<file path="src/rtl/snake_pkg.sv">
`default_nettype none
// ============================================================================
// Module   : snake_pkg
// Purpose  : Shared direction/state types and the opposite-direction helper
//            for the snake game sequencer.
// Revision : 1.0 - initial release
// ============================================================================
package snake_pkg;

   typedef enum logic [1:0] {
      DIR_RIGHT = 2'b00,
      DIR_DOWN  = 2'b01,
      DIR_UP    = 2'b10,
      DIR_LEFT  = 2'b11
   } dir_t;

   typedef enum logic [2:0] {
      ST_IDLE  = 3'd0,
      ST_RUN   = 3'd1,
      ST_MOVE  = 3'd2,
      ST_CHECK = 3'd3,
      ST_OVER  = 3'd4
   } seq_state_t;

   // The encoding pairs opposites as bitwise complements (00/11, 01/10).
   function automatic dir_t opposite_dir(input dir_t d);
      return dir_t'(~d);
   endfunction

endpackage
`default_nettype wire

</file>
<file path="src/rtl/snake_step_timer.sv">
`default_nettype none
// ============================================================================
// Module   : snake_step_timer
// Purpose  : Game-step period counter. With SNAKE_SPEEDUP_EN defined the
//            period shrinks per speed level down to MIN_DIV.
// Revision : 1.0 - initial release
// ============================================================================
module snake_step_timer #(
   parameter int unsigned TICK_DIV   = 25000000,
   parameter int unsigned MIN_DIV    = 5000000,
   parameter int unsigned SPEED_STEP = 2500000
) (
   input  logic        clk,
   input  logic        reset_n,
   input  logic        clear,
   input  logic        enable,
   input  logic [3:0]  speed_level,
   output logic        tick,
   output logic [31:0] period
);

   logic [31:0] r_count;

`ifdef SNAKE_SPEEDUP_EN
   logic [31:0] w_reduce;

   always_comb begin
      w_reduce = 32'(speed_level) * SPEED_STEP;
      // Clamp to MIN_DIV, including reductions that exceed TICK_DIV outright.
      if ((w_reduce < TICK_DIV) && ((TICK_DIV - w_reduce) > MIN_DIV))
         period = TICK_DIV - w_reduce;
      else
         period = MIN_DIV;
   end
`else
   logic w_unused_cfg;
   assign w_unused_cfg = ^{speed_level, MIN_DIV, SPEED_STEP};
   assign period       = TICK_DIV;
`endif

   assign tick = enable && (r_count >= (period - 32'd1));

   always_ff @(posedge clk or negedge reset_n) begin
      if (!reset_n)
         r_count <= '0;
      else if (clear || tick)
         r_count <= '0;
      else if (enable)
         r_count <= r_count + 32'd1;
   end

endmodule
`default_nettype wire

</file>
<file path="src/rtl/snake_game_seq.sv">
`default_nettype none
// ============================================================================
// Module   : snake_game_seq
// Purpose  : Snake game step sequencer (IDLE/RUN/MOVE/CHECK/OVER) with
//            direction filtering, scoring and optional SNAKE_SPEEDUP_EN.
// Revision : 1.0 - initial release
// ============================================================================
module snake_game_seq
   import snake_pkg::*;
#(
   parameter int unsigned TICK_DIV         = 25000000,
   parameter int unsigned MIN_DIV          = 5000000,
   parameter int unsigned SPEED_STEP       = 2500000,
   parameter int unsigned APPLES_PER_LEVEL = 4,
   parameter int unsigned SCORE_W          = 8
) (
   input  logic               clk,
   input  logic               reset_n,
   input  logic               start,
   input  logic               pause,
   input  logic               dir_req_valid,
   input  logic [1:0]         dir_req,
   input  logic               collision,
   input  logic               apple_eaten,
   output logic               step,
   output logic [1:0]         cur_dir,
   output logic               grow,
   output logic [SCORE_W-1:0] score,
   output logic [3:0]         speed_level,
   output logic               game_over
);

   seq_state_t         r_state;
   dir_t               r_pending;
   dir_t               r_cur_dir;
   logic               r_step;
   logic               r_grow;
   logic               r_game_over;
   logic [SCORE_W-1:0] r_score;

   logic        w_tick;
   logic [31:0] w_unused_period;
   logic        w_clear;
   logic        w_enable;
   logic        w_dir_accept;

   assign w_clear      = (r_state == ST_IDLE) && start;
   assign w_enable     = (r_state == ST_RUN) && !pause;
   assign w_dir_accept = dir_req_valid && (r_state != ST_OVER) &&
                         (dir_t'(dir_req) != opposite_dir(r_cur_dir));

   snake_step_timer #(
      .TICK_DIV   (TICK_DIV),
      .MIN_DIV    (MIN_DIV),
      .SPEED_STEP (SPEED_STEP)
   ) u_step_timer (
      .clk         (clk),
      .reset_n     (reset_n),
      .clear       (w_clear),
      .enable      (w_enable),
      .speed_level (speed_level),
      .tick        (w_tick),
      .period      (w_unused_period)
   );

   always_ff @(posedge clk or negedge reset_n) begin
      if (!reset_n) begin
         r_state     <= ST_IDLE;
         r_pending   <= DIR_RIGHT;
         r_cur_dir   <= DIR_RIGHT;
         r_step      <= 1'b0;
         r_grow      <= 1'b0;
         r_game_over <= 1'b0;
         r_score     <= '0;
      end else begin
         r_step <= 1'b0;
         r_grow <= 1'b0;
         if (w_dir_accept)
            r_pending <= dir_t'(dir_req);
         case (r_state)
            ST_IDLE: begin
               if (start)
                  r_state <= ST_RUN;
            end
            ST_RUN: begin
               // Outputs are registered, so step and cur_dir go live with MOVE.
               if (w_tick) begin
                  r_state   <= ST_MOVE;
                  r_step    <= 1'b1;
                  r_cur_dir <= r_pending;
               end
            end
            ST_MOVE: begin
               r_state <= ST_CHECK;
            end
            ST_CHECK: begin
               if (collision) begin
                  r_state     <= ST_OVER;
                  r_game_over <= 1'b1;
               end else begin
                  r_state <= ST_RUN;
                  if (apple_eaten) begin
                     r_grow <= 1'b1;
                     if (r_score != {SCORE_W{1'b1}})
                        r_score <= r_score + SCORE_W'(1);
                  end
               end
            end
            ST_OVER: begin
               if (start) begin
                  r_state     <= ST_IDLE;
                  r_game_over <= 1'b0;
                  r_score     <= '0;
               end
            end
            default: r_state <= ST_IDLE;
         endcase
      end
   end

`ifdef SNAKE_SPEEDUP_EN
   logic [3:0]  r_speed;
   logic [31:0] r_apple_cnt;
   logic        w_grow_evt;

   assign w_grow_evt = (r_state == ST_CHECK) && !collision && apple_eaten;

   always_ff @(posedge clk or negedge reset_n) begin
      if (!reset_n) begin
         r_speed     <= 4'd0;
         r_apple_cnt <= 32'd0;
      end else if ((r_state == ST_OVER) && start) begin
         r_speed     <= 4'd0;
         r_apple_cnt <= 32'd0;
      end else if (w_grow_evt) begin
         if (r_apple_cnt >= (APPLES_PER_LEVEL - 32'd1)) begin
            r_apple_cnt <= 32'd0;
            if (r_speed != 4'hF)
               r_speed <= r_speed + 4'd1;
         end else begin
            r_apple_cnt <= r_apple_cnt + 32'd1;
         end
      end
   end

   assign speed_level = r_speed;
`else
   logic w_unused_cfg;
   assign w_unused_cfg = ^APPLES_PER_LEVEL;
   assign speed_level  = 4'd0;
`endif

   assign step      = r_step;
   assign cur_dir   = r_cur_dir;
   assign grow      = r_grow;
   assign score     = r_score;
   assign game_over = r_game_over;

endmodule
`default_nettype wire

</file>
<file path="config.mk">
export PLATFORM = sky130hd
export DESIGN_NAME = snake_game_seq
export DESIGN_NICKNAME = d
export VERILOG_FILES = /design/src/rtl/snake_pkg.sv /design/src/rtl/snake_step_timer.sv /design/src/rtl/snake_game_seq.sv
export SDC_FILE = /design/constraint.sdc
export NUM_CORES = 1
export LEC_CHECK = 0
export ABC_CLOCK_PERIOD_IN_PS = 4850
export CORE_MARGIN = 2
export CORE_UTILIZATION = 30
export DETAILED_ROUTE_END_ITERATION = 10
export HOLD_SLACK_MARGIN = 0.1
export PLACE_DENSITY_LB_ADDON = 0.05
export SKIP_LAST_GASP = 1
export SLEW_MARGIN = 10
export SYNTH_ARGS = -nofsm -noshare
export SYNTH_HDL_FRONTEND = slang
export SYNTH_SLANG_ARGS = --single-unit
export TNS_END_PERCENT = 30
</file>
<file path="constraint.sdc">
create_clock -name clk -period 4.85 [get_ports clk]
set_clock_uncertainty 0.05 [all_clocks]
set_input_delay 0.485 -clock clk [delete_from_list [all_inputs] [get_ports clk]]
set_output_delay 0.485 -clock clk [all_outputs]
set_load 0.02 [all_outputs]
</file>
# Yosys cells after proc, flatten, opt, wreduce, memory -nomap -nowiden
# Index checks and enable logic that the tools add are counted.
# totals
register_bits,50
input_bits,9
word_cells,60
# classes
addsub,2
magnitude_cmp,1
n_eq_ne,14
muxes,20
bitwise,1
reduce_logical,14
# op_table
operator,n
$mux W32,2
$add A32 B1 Y32 const B,1
$ge A32 B25 Y1 const B,1
$mux W8,4
$pmux W8 S2,1
$pmux W3 S5,1
$mux W3,4
$ne A2 B2 Y1 const B,6
$add A8 B1 Y8 const B,1
$ne A8 B8 Y1 const B,1
$mux W1,7
$eq A3 B2 Y1 const B,2
$reduce_and A3 Y1,2
$logic_and A1 B1 Y1,5
$reduce_and A5 Y1,1
$reduce_bool A2 Y1,2
$eq A3 B1 Y1 const B,1
$eq A3 B3 Y1 const B,1
$logic_not A3 Y1,1
$ne A3 B3 Y1 const B,1
$ne A2 B1 Y1 const B,1
$ne A2 B2 Y1,1
$not A2 Y2,1
$pmux W1 S2,1
3 further kinds,3

# Logic depth before layout (Yosys ltp)
# depth
ltp_word,5
depth_mapped,7
mapped_depth_nobuf,6

# Hierarchy
# A second synthesis with hierarchy kept.
# hier_totals
hier_cells,319
area_unflattened_um2,3103.0
# by_module_without_submodules
module,instances,cells_per_inst,area_each_um2
snake_step_timer,1,229,2135.8
snake_game_seq,1,90,967.2

# Worst setup path after synthesis
# No wires, ideal clock.
# synth_timing
path_kind,reg2reg
startpoint,register r_state[2]
endpoint,"register r_cur_dir[0], in the netlist cur_dir[0]"
setup_time_ns,0.125
arrival_time_ns,1.869
required_ns,4.675
slack_ns,2.806
stages_incl_launch_ff,7
synth_period_minus_slack_ns,2.044
path_cell_list,dfrtp_1 buf_6 or4b_4 nor4b_4 o2111ai_2 nand2_4 mux2_4
# synth_via
elab_chain_cells,4
# synth_rtl
item,line_no,source
start: declaration,snake_game_seq.sv:33,seq_state_t r_state;
start signal: assignment,snake_game_seq.sv:68,r_state <= ST_IDLE;
start signal: assignment,snake_game_seq.sv:83,r_state <= ST_RUN;
start signal: assignment,snake_game_seq.sv:88,r_state <= ST_MOVE;
$eq A3 B1 Y1 (*),"snake_game_seq.sv:48, snake_game_seq.sv:80",
$logic_and A1 B1 Y1,snake_game_seq.sv:48,assign w_enable = (r_state == ST_RUN) && !pause;
$logic_and A1 B1 Y1,snake_step_timer.sv:41,assign tick = enable && (r_count >= (period - 32'd1));
$reduce_and A2 Y1 (no line) (*),--,
end signal: assignment,snake_game_seq.sv:90,r_cur_dir <= r_pending;
end: declaration,snake_game_seq.sv:35,dir_t r_cur_dir;
# Every way passes the cells marked *; elsewhere a longest branch is shown, timed or not.
# A chain may end at the register's enable or synchronous reset.

# Worst setup path in the final report
# layout_timing
startpoint,input pause
endpoint,register u_step_timer.r_count[12]
# layout_via
elab_chain_cells,5
elab_cells_between_ends,6
# layout_rtl
item,line_no,source
start: declaration,snake_game_seq.sv:20,"input logic pause,"
$logic_not A1 Y1 (*),snake_game_seq.sv:48,
$logic_and A1 B1 Y1 (*),snake_game_seq.sv:48,
$logic_and A1 B1 Y1,snake_step_timer.sv:41,
$logic_or A1 B1 Y1,snake_step_timer.sv:46,else if (clear || tick)
$mux W32 or $reduce_bool A2 Y1 (tied branches),--,
end signal: assignment,snake_step_timer.sv:49,r_count <= r_count + 32'd1;
end: declaration,snake_step_timer.sv:22,logic [31:0] r_count;
# Marks and branches as above.

==> metrics list <==
- WL per Instance: about 14 um
* Arithmetic-cell share of the synthesized area counting full adders, half adders and majority gates: 0.9298%
- Pin count of the biggest net entering global routing: 51
- Unrepaired setup endpoints after global routing: false
- Clock sink count: 50
* # port buffers: 21
- The detailed router finished its first iteration with 39 violations.
- Die area: around 9700 um^2
- In the synthesized netlist the dominant register cell turns out to be dfrtp_1.
- VDD sags by at most around 130 uV.
* Pins over their slew limit: 0
- Post-CTS repair changed the size of 0 cells.
* Proportion of layout cells with a drive suffix above 1: 8.754%
- For this run, the top clock speed supported by timing is between 400 and 500 MHz.
- Run status: finished clean
- Starting utilization of the core area: a little under a third
- Across all register-to-register paths, the minimum setup slack is approximately 2.5 ns.
* TritonCTS clock tree: yes
- After the last flow step, the layout net total stands at a little over 300.
- At the pin with the least slew margin, the transition time is 0.6784 ns.
* Met1 Track Usage GR: between 10% and 20%
- Sequential cells were found to cover a little under half of the synthesized design area.
- Horizontal extent of the die: ~99 um
- Across the run, the number of max-cap violations was 0.
- Placement Rows: 34
- HPWL Detailed: 3.809 mm
- In this run the most used layer during global routing was met2.
- Data required time at the worst endpoint: 4.96 ns
* Total vias in the final route: between 1500 and 2000
* Total detailed-routing wirelength: a little under 6 mm
- Clock tree synthesis selected as its root buffer the cell clkbuf_8.
* Met2 track demand over resource: between 10% and 20%
- Vias per std cell: between 4 and 5
* Worst-Skew Late Latency: 0.30 ns
- Post-CTS timing repair inserted 0 buffers for setup.
- Number of hold violations in the final report: 0
- Initial antenna violation count: 0
* Main combinational cell family by area after synthesis: simple AND/OR/NAND/NOR gates
* Total of endpoints with negative setup slack in the final report: 0
* M3 GR Usage: between 2 and 3%
* Total congestion overflow after global routing: 0
* Fin crit share: about half
- 0 antenna diodes ended up in the layout.
- Of the total synthesized cell area, the portion taken by XOR and XNOR cells is under 10%.
- The synthesized netlist devotes about a tenth of its cell area to compound gates.
- Fraction of synthesized area in multiplexers: roughly 1.5%
- Post-synth design cell area: between 2000 and 3000 um^2
- Once layout is complete, the cells apart from fillers number 405.
- The worst setup path is captured at a flop.
- The H-tree generated during clock tree synthesis spans 2 levels.
- For this design the static power due to leakage is about 0.0013 uW.
- Area growth syn-to-layout: 14.04%
- In this run, synthesis produced a sequential element count of 50.
* Weighted congestion at the end of routability-driven global placement: just over 0.7
* Clock-pin slew reported for the worst setup and hold paths after clock tree synthesis: 0.09 ns
- The number of clock buffers added by TritonCTS is 5.
- Length of the first detailed-routing pass in iterations: 4
* Worst rel slew slack: 54.66%
- The tightest min-delay check is of the in -> async type.
- Die Height: approximately 99 um
* Worst-path maximum fanout: 30
- Number of global-route vias before repair: around 2000
- Antenna Nets Post-Route: 0
* Number of primary I/O pins: 26
* Count of mapped cells out of synthesis: 276
* Basic-gate share of the synthesized area counting and, or, nand and nor cells: between 20% and 30%
- The worst register-to-register path begins at r_state[2].
* EDFF count, synth: 0
* Minimum clock period: 2.431 ns
* Nature of the critical path startpoint: primary input
- The floorplan step defined a core boundary enclosing 8721 um^2.
* Number of cells after detailed placement: roughly 400
- For this design, the CTS-stage hold fixing added 0 buffers.
- For this design the ratio of total power to cell area is approximately 280 nW/um^2.
- Measured in cells, the most critical reg-to-reg path has a length of 5.
- During synthesis, Yosys emitted a total of 0 warnings.
- Overall fraction of global-route tracks in use: between 10 and 15%
* Worst setup path class: in -> reg
- Final-layout setup total negative slack: 0 ns
- DRC viols: 0
- Yosys cell types: 50
* Global-route wire length before repair: around 10 mm
* Maximum clock path buffer count: 2
- The endpoint identified for the worst register-to-register timing path is u_step_timer.r_count[12].
* WP data arrival: between 2 and 3 ns
- Final-layout fill cell count: 878
* Syn avg cell area: 9.751 um^2
* Async SR Flop Fraction: 100.0%
[placed cells by master (no fill, tap or decap), types with 2 or more instances in the layout]
cell type        count
a21bo_2              2
a21oi_1             12
a31oi_1              6
and2_1               2
and2b_1              2
and3_1               7
and4_1               5
clkbuf_8             8
clkdlybuf4s50_1     20
conb_1               4
dfrtp_1             50
ha_1                 2
inv_1               10
mux2_4               2
nand2_1             24
nand2b_1             3
nand3_1              9
nand3b_1             3
nand4_1              4
nor2_1              41
nor3_1              10
nor4_1              11
o21ai_0              4
o22ai_1              3
o31ai_1              2
o41ai_1              2
or4_1                3
xnor2_1             23
xor2_1               3
[stage by stage]
stage          setup WS [ns]  hold WS (ns)  total power (uW)  utilization, %  area, um^2
2_1_floorplan          2.806        0.1394             550.8               -        2703
3_3_place_gp           2.103        0.4317             582.3           33.93        2959
3_5_place_dp           2.060        0.4337             582.0           33.93        2959
4_1_cts                2.388        0.2724             875.5           35.19        3069
5_1_grt                2.285        0.3147             906.6           35.19        3069
6_report               2.419        0.2438             857.3           35.19        3069
[worst max-delay path, stage by stage]
cell	delay, ns
clkdlybuf4s50_1	0.43
or4b_4	0.54
nor4b_4	0.23
o2111ai_2	0.21
nand3_2	0.50
nor2_1	0.12
[final cells by class]
type | count | area (um^2) | share of cell area (%)
Clock buffer | 8 | 110.1 | 3.587
Inverter | 10 | 37.54 | 1.223
Multi-Input combinational cell | 207 | 1323 | 43.09
Sequential cell | 50 | 1251 | 40.77
Tap cell | 108 | 135.1 | 4.403
Timing Repair Buffer | 22 | 212.7 | 6.930
[cell families (layout without fill, tap and decap cells)]
family	Yosys count	count (layout)
compound gates	39	39
xor+xnor	26	26
fa+ha+maj	2	2
buf+inv	22	40
flops	50	50
mux	3	3
other cells	1	4
simple gates	133	133
[report_power, final]
| group | internal (uW) | leakage [uW] | switching (uW) |
|---|---|---|---|
| logic | 41.3 | 0.000545 | 65.2 |
| registers | 439 | 0.000681 | 26.4 |
| clock network | 144 | 0.0000575 | 141 |
| total | 625 | 0.00128 | 232 |
[cell usage after synthesis, types with 2 or more instances]
master / count / area (um^2)
mux2_4: 2 / 30.03
nand3b_1: 3 / 22.52
inv_1: 10 / 37.54
and3_1: 7 / 43.79
a21oi_1: 12 / 60.06
o31ai_1: 2 / 15.01
nand4_1: 4 / 25.02
xnor2_1: 23 / 201.4
clkbuf_1: 2 / 7.510
nor4_1: 11 / 68.82
and2_1: 2 / 12.51
nand3_1: 9 / 45.04
dfrtp_1: 50 / 1251
ha_1: 2 / 25.02
nor2_1: 41 / 153.9
buf_6: 4 / 45.04
nor3_1: 10 / 50.05
a31oi_1: 6 / 37.54
nand2_1: 24 / 90.09
o22ai_1: 3 / 18.77
o21ai_0: 4 / 20.02
buf_4: 4 / 30.03
o41ai_1: 2 / 17.52
or4_1: 3 / 22.52
and2b_1: 2 / 15.01
xor2_1: 3 / 26.28
nand2b_1: 3 / 18.77
a21bo_2: 2 / 20.02
and4_1: 5 / 43.79
[state kept, by name, summed over array words and instances, names as in the netlist]
name	count
step	1
grow	1
cur_dir	2
r_pending	2
r_state	3
u_step_timer.r_count	32
score	8
game_over	1
[worst max-delay path by stage]
stage | slack [ns] | end | cells after the start | start
2_1_floorplan | 2.81 | cur_dir[0] | 6 | r_state[2]
3_3_place_gp | 2.10 | u_step_timer.r_count[21] | 6 | pause
3_5_place_dp | 2.06 | u_step_timer.r_count[12] | 6 | pause
4_1_cts | 2.39 | u_step_timer.r_count[12] | 6 | pause
5_1_grt | 2.28 | u_step_timer.r_count[14] | 5 | u_step_timer.r_count[5]
6_report | 2.42 | u_step_timer.r_count[12] | 6 | pause
[layer usage]
layer  up-vias  part of all wire (%)
met1       944                    52
met3         2                   2.7
met4         0                  0.65
met5         -                     0
met2        22                    45
li1       1008                     -
Power figures use the tool's default switching activity.
